--- src/rtl/event_enkoder_pkg.sv ---
// Shared constants and helpers for the event encoder.
// Mode selectors, channel-count and one-hot utilities.
package event_enkoder_pkg;

  localparam int MODE_FIXED = 0;
  localparam int MODE_RR    = 1;

  function automatic int chan_count(input int n);
    return 1 << n;
  endfunction

  function automatic logic [255:0] onehot(input int unsigned idx);
    return 256'(1) << idx;
  endfunction

endpackage

--- src/rtl/event_enkoder_prio_sel.sv ---
// Combinational channel picker: highest set bit, or
// lowest set bit of the vector rotated to begin at start.
module prio_sel
  import event_enkoder_pkg::*;
#(
  parameter int N = 3
) (
  input  logic [chan_count(N)-1:0] vector,
  input  logic [N-1:0]             start,
  input  logic                     rr_en,
  output logic [N-1:0]             idx,
  output logic                     any
);

  localparam int CH = chan_count(N);

  logic [CH-1:0] w_rot;
  logic [N-1:0]  w_hi;
  logic [N-1:0]  w_lo;

  always_comb begin
    w_rot = '0;
    for (int i = 0; i < CH; i++) begin
      w_rot[i] = vector[N'(i + int'(start))];
    end
  end

  always_comb begin
    w_hi = '0;
    for (int i = 0; i < CH; i++) begin
      if (vector[i]) w_hi = N'(i);
    end
  end

  // Scan downward so the lowest rotated set bit wins.
  always_comb begin
    w_lo = '0;
    for (int i = CH - 1; i >= 0; i--) begin
      if (w_rot[i]) w_lo = N'(i);
    end
  end

  assign any = |vector;
  assign idx = rr_en ? N'(w_lo + start) : w_hi;

endmodule

--- src/rtl/event_enkoder.sv ---
// Sticky event latch presenting one pending channel index
// at a time over a registered valid/ready output.
module event_enkoder
  import event_enkoder_pkg::*;
#(
  parameter int N    = 3,
  parameter int MODE = MODE_FIXED
) (
  input  logic                     clk,
  input  logic                     rst,
  input  logic [chan_count(N)-1:0] req,
  input  logic [chan_count(N)-1:0] mask,
  output logic [N-1:0]             out_idx,
  output logic                     out_valid,
  input  logic                     out_ready,
  output logic [chan_count(N)-1:0] pending,
  output logic                     overflow
);

  localparam int CH = chan_count(N);

  logic [CH-1:0] r_pend;
  logic [N-1:0]  r_idx;
  logic          r_valid;
  logic          r_ovf;
  logic [N-1:0]  r_ptr;

  logic          w_hs;
  logic          w_load;
  logic [CH-1:0] w_clr;
  logic [CH-1:0] w_next;
  logic [CH-1:0] w_cand;
  logic [N-1:0]  w_ptr;
  logic [N-1:0]  w_start;
  logic [N-1:0]  w_sel;
  logic          w_any;

  assign w_hs   = r_valid & out_ready;
  assign w_load = ~r_valid | out_ready;
  assign w_clr  = w_hs ? CH'(onehot(int'(r_idx))) : '0;
  assign w_next = (r_pend & ~w_clr) | req;
  assign w_cand = w_next & ~mask;

  // The channel being accepted this edge is the new RR anchor.
  assign w_ptr   = w_hs ? r_idx : r_ptr;
  assign w_start = w_ptr + N'(1);

  prio_sel #(.N(N)) u_sel (
    .vector (w_cand),
    .start  (w_start),
    .rr_en  (MODE == MODE_RR),
    .idx    (w_sel),
    .any    (w_any)
  );

  always_ff @(posedge clk) begin
    if (rst) begin
      r_pend  <= '0;
      r_idx   <= '0;
      r_valid <= 1'b0;
      r_ovf   <= 1'b0;
      r_ptr   <= '1;
    end else begin
      r_pend <= w_next;
      r_ovf  <= |(req & r_pend & ~w_clr);
      r_ptr  <= w_ptr;
      if (w_load) begin
        r_valid <= w_any;
        r_idx   <= w_any ? w_sel : '0;
      end
    end
  end

  assign out_idx   = r_idx;
  assign out_valid = r_valid;
  assign pending   = r_pend;
  assign overflow  = r_ovf;

endmodule

--- config.mk ---
export PLATFORM = sky130hd
export DESIGN_NAME = event_enkoder
export DESIGN_NICKNAME = d
export VERILOG_FILES = /design/src/rtl/event_enkoder_pkg.sv /design/src/rtl/event_enkoder_prio_sel.sv /design/src/rtl/event_enkoder.sv
export SDC_FILE = /design/constraint.sdc
export NUM_CORES = 1
export LEC_CHECK = 0
export ABC_AREA = 1
export BUFFER_PORTS_ARGS = -buffer_cell sky130_fd_sc_hd__buf_2
export CAP_MARGIN = 5
export CORE_AREA = 2 2 60 62
export CTS_CLUSTER_SIZE = 8
export DETAILED_ROUTE_END_ITERATION = 6
export DIE_AREA = 0 0 62 64
export PLACE_DENSITY = 0.78
export SLEW_MARGIN = 30
export SYNTH_ARGS = -nofsm -noshare
export SYNTH_HDL_FRONTEND = slang
export SYNTH_HIERARCHICAL = 1
export SYNTH_SLANG_ARGS = --single-unit
export TNS_END_PERCENT = 100
--- constraint.sdc ---
create_clock -name clk -period 1.9 [get_ports clk]
set_input_delay 0.38 -clock clk [delete_from_list [all_inputs] [get_ports clk]]
set_output_delay 0.38 -clock clk [all_outputs]
set_load 0.02 [all_outputs]
==> results of run 1 <==
## per-layer routing
metal	vias up	part of all wire [%]	global-route usage, %
li1	874	-	-
met1	719	47	27.4
met2	36	47	27.5
met3	6	4.6	5.26
met4	0	1.7	5.85
met5	-	0	0
## path summary, 6_finish.rpt
check	startpoint	end	slack (ps)	depth (start not counted)
min	req[0]	pending[0]	300	3
max reg2reg	out_valid	out_valid	80	10
min reg2reg	r_ptr[2]	r_ptr[2]	470	2
max	out_valid	out_valid	80	10
## metrics by stage
stage               TNS (ps)  hold WS [ps]
finish                     0           305
detailed placement      -228           448
global placement        -236           437
floorplan                  0           424
CTS                        0           313
global route            -205           316
## worst max-delay path, delay by kind of cell (launching register included)
kind | cells | cell delay, ps
and+or+nand+nor | 8 | 980
DFF | 1 | 380
AOI/OAI and AO/OA | 1 | 190
buffers and inverters | 1 | 150
## power groups by stage
stage               Clock [mW]  Combinational, mW  Sequential (mW)
floorplan                    0              0.824            0.448
global placement             0               1.04            0.414
detailed placement           0               1.06            0.415
CTS                      0.236               1.07            0.410
global route             0.252               1.26            0.425
finish                   0.242               1.11            0.419
## registers in the layout (all words and copies together) (netlist names)
signal and cells:
out_idx 3, out_valid 1, overflow 1, pending 8, r_ptr 3
## cells by family (layout without fill, tap and decap cells)
logic type | Yosys count | after routing | share of synthesized area [%]
xor+xnor | 5 | 5 | 3.55
fa+ha+maj | 5 | 5 | 4.85
simple gates | 168 | 168 | 51.0
buf+inv | 34 | 79 | 9.88
other cells | 1 | 6 | 0.260
compound gates | 21 | 21 | 8.23
flops | 16 | 16 | 22.2
## area by class of cell
class	count	share of cell area [%]
repair buffers	44	13.4
inverters	31	6.35
flip-flops and latches	16	17.7
clock buffers	4	1.92
well taps	46	3.04
multi-input cells	205	57.6
## placed cells by master, fill, tap and decap left out, drive strengths merged
master,n
a21oi,14
a22oi,1
buf,44
clkbuf,4
clkinv,1
conb,6
dfxtp,16
fa,1
ha,4
inv,30
nand2,100
nand3,29
nor2,35
nor3,2
nor4,1
o21a,1
o21ai,3
o21bai,2
or2,1
xnor2,2
xor2,3
## repair_timing
item / CTS / global route
setup buffers: 0 / 5
endpoints found under the setup margin: 3 / 4
gates resized for setup: 3 / 29
gates cloned: 0 / 0
pin swaps: 0 / 11
==> run_results.csv, run 1 <==
group,metric,value,unit
logic_synthesis,yosys.area.top_type,"nand2_1",
critical_path,cpMaxStageDelayCell,"dfxtp_4",
pwr,power_frac_comb,62.7,%
critical_path,crit_path_end_kind,"flip-flop",
layout,num-fill-cells,322,
clock_tree,holdBufCountCts,0,
clock_tree,clk_latency,310,ps
pwr,swShare,48.7,%
sta,rsz0062_at_grt,"yes",
sta,slew_headroom,41.0,%
pwr,p_sw,0.862,mW
sta,fin_crit_sh,95.6,%
placement,place_ws,-82.7,ps
layout,finalInstanceArea,0.00189,sq mm
pwr,p_clk_share,13.6,%
placement,placed_area,0.00171,sq mm
global_routing,overflow,0,
clock_tree,cts.clk_slew.worst_paths,110,ps
detailed_routing,ant_nets,0,
detailed_routing,firstDrtPassIters,4,
critical_path,crit_required,2100,ps
outcome,status,"complete, no violations",
placement,io_buffers,31,
sta,fin_ws,83.7,ps
sta,worstMarginPinSlew,882,ps
pwr,powerDensity,937,mW/mm^2
clock_tree,cts_made_buffers,3,
logic_synthesis,synth_edf_count,0,
pwr,p_seq_share,23.6,%
logic_synthesis,synthDistinctLibCells,31,
die,core_region_area,0.00328,sq mm
detailed_routing,drt_wl_total,3.70,mm
logic_synthesis,yosys_register_bits,16,
critical_path,path_class,"reg -> reg",
sta,hold_viol,0,
logic_synthesis,synth_ff_type,"dfxtp_1",
sta,final_max_slew_viol_count,0,
global_routing,track_usage,19.2,%
logic_synthesis,synth_area,0.00144,sq mm
layout,diodes,0,
layout,fin_cells,346,
logic_synthesis,syn-instance-count,250,
job,max_cap_violations,0,
layout,multiInputGateArea,0.00109,sq mm
die,num_rows,21,
sta,finalWorstPathRequiredPeriod,1820,ps
detailed_routing,drt-initial-drc-count,80,
placement,dp.cells,337,
critical_path,start_kind,"flip-flop",
critical_path,critical_path.max_fanout,4,
layout,area_growth,31.0,%
detailed_routing,via_count,1635,
global_routing,antenna_found_initial,0,
logic_synthesis,yosysMostFrequentCell,"nand2_1",
logic_synthesis,synth_area_leaders,"nand2_1 (24%), dfxtp_1 (22%), nand3_1 (10%), nor2_1 (8.1%), inv_1 (7.3%)",
pwr,worst_ir_drop_vdd,0.411,mV
sta,setup_violations,0,
logic_synthesis,synth_commonest_cells,"nand2_1 (93), nor2_1 (31), nand3_1 (29)",
pwr,p_leak,1.04,nW
pwr,total_power,1.77,mW
global_routing,grt_max_degree,15,
critical_path,crit_arrival,2020,ps
die,ios,32,
clock_tree,cts_max_path_buffers,2,
die,dieWidth,62,um
die,start_util,44.0,%
die,die_h,64,um
global_routing,grt_pass1_vias,1406,
layout,regArea,335,sq um
clock_tree,htreeDepth,1,
placement,place.detailed.hpwl,2.85,mm
logic_synthesis,yosysSeqAreaShare,22.2,%
global_routing,grt_pass1_wl,5.83,mm
die,die_area,0.00397,sq mm
detailed_routing,drcViolationCount,0,
logic_synthesis,synth_top_area_share,24.2,%
logic_synthesis,ys_warn_count,6,
pwr,intPower,0.910,mW
detailed_routing,wl_per_cell,10.7,um
layout,drive_above_1_share,29.3,%
clock_tree,root_buffer,"clkbuf_4",
detailed_routing,viasPerCell,4.73,
placement,gp_congestion,0.834,
sta,skew,8.55,ps
logic_synthesis,avgSynthCellArea,5.78,sq um
critical_path,critPathMaxStageDelay,380,ps
hold_path,min_path_type,"in -> reg",
clock_tree,cts.sinks,16,
logic_synthesis,ys_async_sr_fraction,0,%
critical_path,cp_cell_sequence,"nand2_4 -> nor2_4 -> nand2_2 -> a21oi_4 -> nor2_4 -> nor4_4 -> nand3_2 -> buf_4 -> nor2_1 -> nor2_1",
layout,fin_nets,325,
layout,post-route-util,57.6,%
clock_tree,cts_tree,"yes",
sta,fmax,0.551,GHz
No activity file was read; power rests on OpenSTA's default activity.
==> run 2, diff against run 1 <==
Settings changed: CORE_AREA 2 2 60 62 to 2 2 55 57, DIE_AREA 0 0 62 64 to 0 0 57 59, MAX_ROUTING_LAYER set to met4, PLACE_DENSITY 0.78 to 0.88.
==> run 2 against run 1 <==
Compared with the run above:
- the flow now finishes with violations (negative setup slack)
- critical path depth rose by 2
- clock power decreased by 2%
- register-to-register slack got worse by 120 ps
- die area down 15%
- critical endpoint is now out_idx[0]
==> run_results.csv, run 2 (synthesized netlist as in run 1, its figures left out) <==
group,metric,value,unit
critical_path,r2r_cells,12,
hold_path,min_to,"pending[7]",
pwr,power_frac_comb,63.7,%
global_routing,grt_max_degree,15,
sta,worstMarginPinSlew,878,ps
layout,fin_cells,332,
detailed_routing,firstDrtPassIters,4,
die,die_area,0.00336,sq mm
layout,area_growth,28.0,%
critical_path,cpLargestDelayFamily,"compound AO/OA/AOI/OAI gates",
placement,io_buffers,31,
sta,fin_crit_sh,102,%
die,dieWidth,57,um
clock_tree,root_buffer,"clkbuf_4",
pwr,powerDensity,969,mW/mm^2
die,num_rows,19,
layout,diodes,0,
detailed_routing,wl_per_cell,11.8,um
pwr,swShare,48.7,%
die,start_util,53.3,%
layout,final_cell_mix,"nand2_1 (92), buf_2 (31), nand3_1 (29)",
pwr,p_sw,0.873,mW
sta,fmax,0.516,GHz
critical_path,crit_path_end_kind,"flip-flop",
pwr,p_clk_share,13.3,%
die,core_region_area,0.00271,sq mm
sta,slew_headroom,41.2,%
sta,final_max_slew_viol_count,0,
die,die_h,59,um
global_routing,antenna_found_initial,0,
sta,finalWorstPathRequiredPeriod,1940,ps
clock_tree,cts.sinks,16,
detailed_routing,drcViolationCount,0,
critical_path,critPathMaxStageDelay,360,ps
clock_tree,cts_tree,"yes",
layout,final_common_cell,"nand2_1",
placement,gp_congestion,0.869,
layout,fin_nets,326,
critical_path,cpMaxStageDelayCell,"dfxtp_4",
layout,largest_register_ffs,8,
placement,dp.cells,324,
critical_path,path_class,"reg -> reg",
critical_path,worst-path-buf-inv,1,
sta,skew,4.04,ps
global_routing,grt_pass1_wl,6.12,mm
clock_tree,cts_made_buffers,3,
global_routing,overflow,0,
detailed_routing,drt_wl_total,3.91,mm
hold_path,min_from,"req[7]",
hold_path,whs_path_depth,3,
sta,fin_ws,-36.5,ps
critical_path,r2r-end,"out_idx[0]",
job,max_cap_violations,0,
outcome,status,"finished with violations",
sta,whs,302,ps
detailed_routing,via_count,1735,
placement,place_ws,-96.3,ps
critical_path,cp_cell_sequence,"buf_4 -> nor2_4 -> nand2_1 -> a21oi_2 -> nor2_1 -> nor2_1 -> nor2_1 -> o21ai_0 -> a21oi_1 -> o21ai_0 -> nand2_1 -> a21oi_1",
critical_path,cpMostUsedCell,"nor2_1",
pwr,p_leak,1.04,nW
detailed_routing,ant_nets,0,
hold_path,min_path_type,"in -> reg",
critical_path,crit_required,2130,ps
detailed_routing,drt-initial-drc-count,72,
pwr,worst_ir_drop_vdd,0.685,mV
sta,setup_violations,1,
critical_path,critical_path.max_fanout,4,
clock_tree,cts_max_path_buffers,2,
critical_path,start_kind,"flip-flop",
pwr,p_seq_share,23.0,%
outcome,violations,"negative setup slack",
critical_path,crit_arrival,2160,ps
clock_tree,cts.clk_slew.worst_paths,100,ps
layout,drive_above_1_share,26.6,%
global_routing,track_usage,23.4,%
placement,place.detailed.hpwl,2.93,mm
global_routing,grt_pass1_vias,1566,
critical_path,ff2ff_setup_slack,-40,ps
clock_tree,clk_latency,300,ps
pwr,intPower,0.918,mW
clock_tree,htreeDepth,1,
critical_path,r2r_start,"out_idx[2]",
detailed_routing,viasPerCell,5.23,
die,ios,32,
clock_tree,holdBufCountCts,0,
sta,hold_viol,0,
[run 2: changes by cell type in the layout (fill, tap and decap cells not counted), moves of 2 or more]
cell     delta
a21oi_1     +2
nand2_1     +3
a21oi_2     -2
nand2_2     -3
nor2_1      +2
[run 2: timing repair]
| action | CTS | global route |
|---|---|---|
| setup endpoints to repair | 3 | 4 |
| setup buffers | 0 | 4 |
| resized for setup | 2 | 19 |
| pin swaps | 0 | 4 |
[run 2: power by group through the flow]
stage,registers (mW),logic [mW],clock network [mW]
after floorplan,0.448,0.824,0
after global placement,0.411,1.05,0
after detailed placement,0.412,1.07,0
after CTS,0.406,1.08,0.231
after global routing,0.415,1.29,0.249
final,0.412,1.14,0.237
[run 2: metrics by stage]
stage	util [%]	area [sq um]	total power, mW	TNS, ps
after floorplan	-	1460	1.27	0
after global placement	63.1	1710	1.46	0
after detailed placement	63.1	1710	1.49	-288
after CTS	64.7	1750	1.72	0
after global routing	68.2	1850	1.95	-174
final	68.2	1850	1.79	-36.5
[run 2: worst max path at each step]
stage                           from    endpoint  slack [ps]  depth (start not counted)
after detailed placement   out_ready  out_idx[1]        -100                         12
after CTS                 out_idx[1]  out_idx[1]          20                         11
after global placement     out_ready  out_idx[1]          50                         12
final                     out_idx[2]  out_idx[0]         -40                         12
after floorplan            out_valid  out_idx[1]          60                         11
after global routing      out_idx[2]  out_idx[0]        -170                         12
[run 2: worst reg2reg max path, delay by kind of cell, from the launching register on]
| kind | cells | cell delay, ps |
|---|---|---|
| simple gates | 6 | 610 |
| flops | 1 | 360 |
| buf+inv | 1 | 140 |
| compound gates | 5 | 760 |
[run 2: routing by layer]
layer,vias to the layer above,GRT usage [%],wire [um]
li1,877,-,-
met1,784,28.6,1710
met2,64,40.1,1920
met3,10,4.59,222
met4,0,5.32,66
met5,-,-,0
[run 2: layout make-up]
class / count / area [sq um]
Multi-Input combinational cell: 205 / 1060
Sequential cell: 16 / 333
Clock buffer: 4 / 36.3
Fill cell: 234 / 862
Timing Repair Buffer: 45 / 260
Inverter: 31 / 120
Tap cell: 31 / 38.8
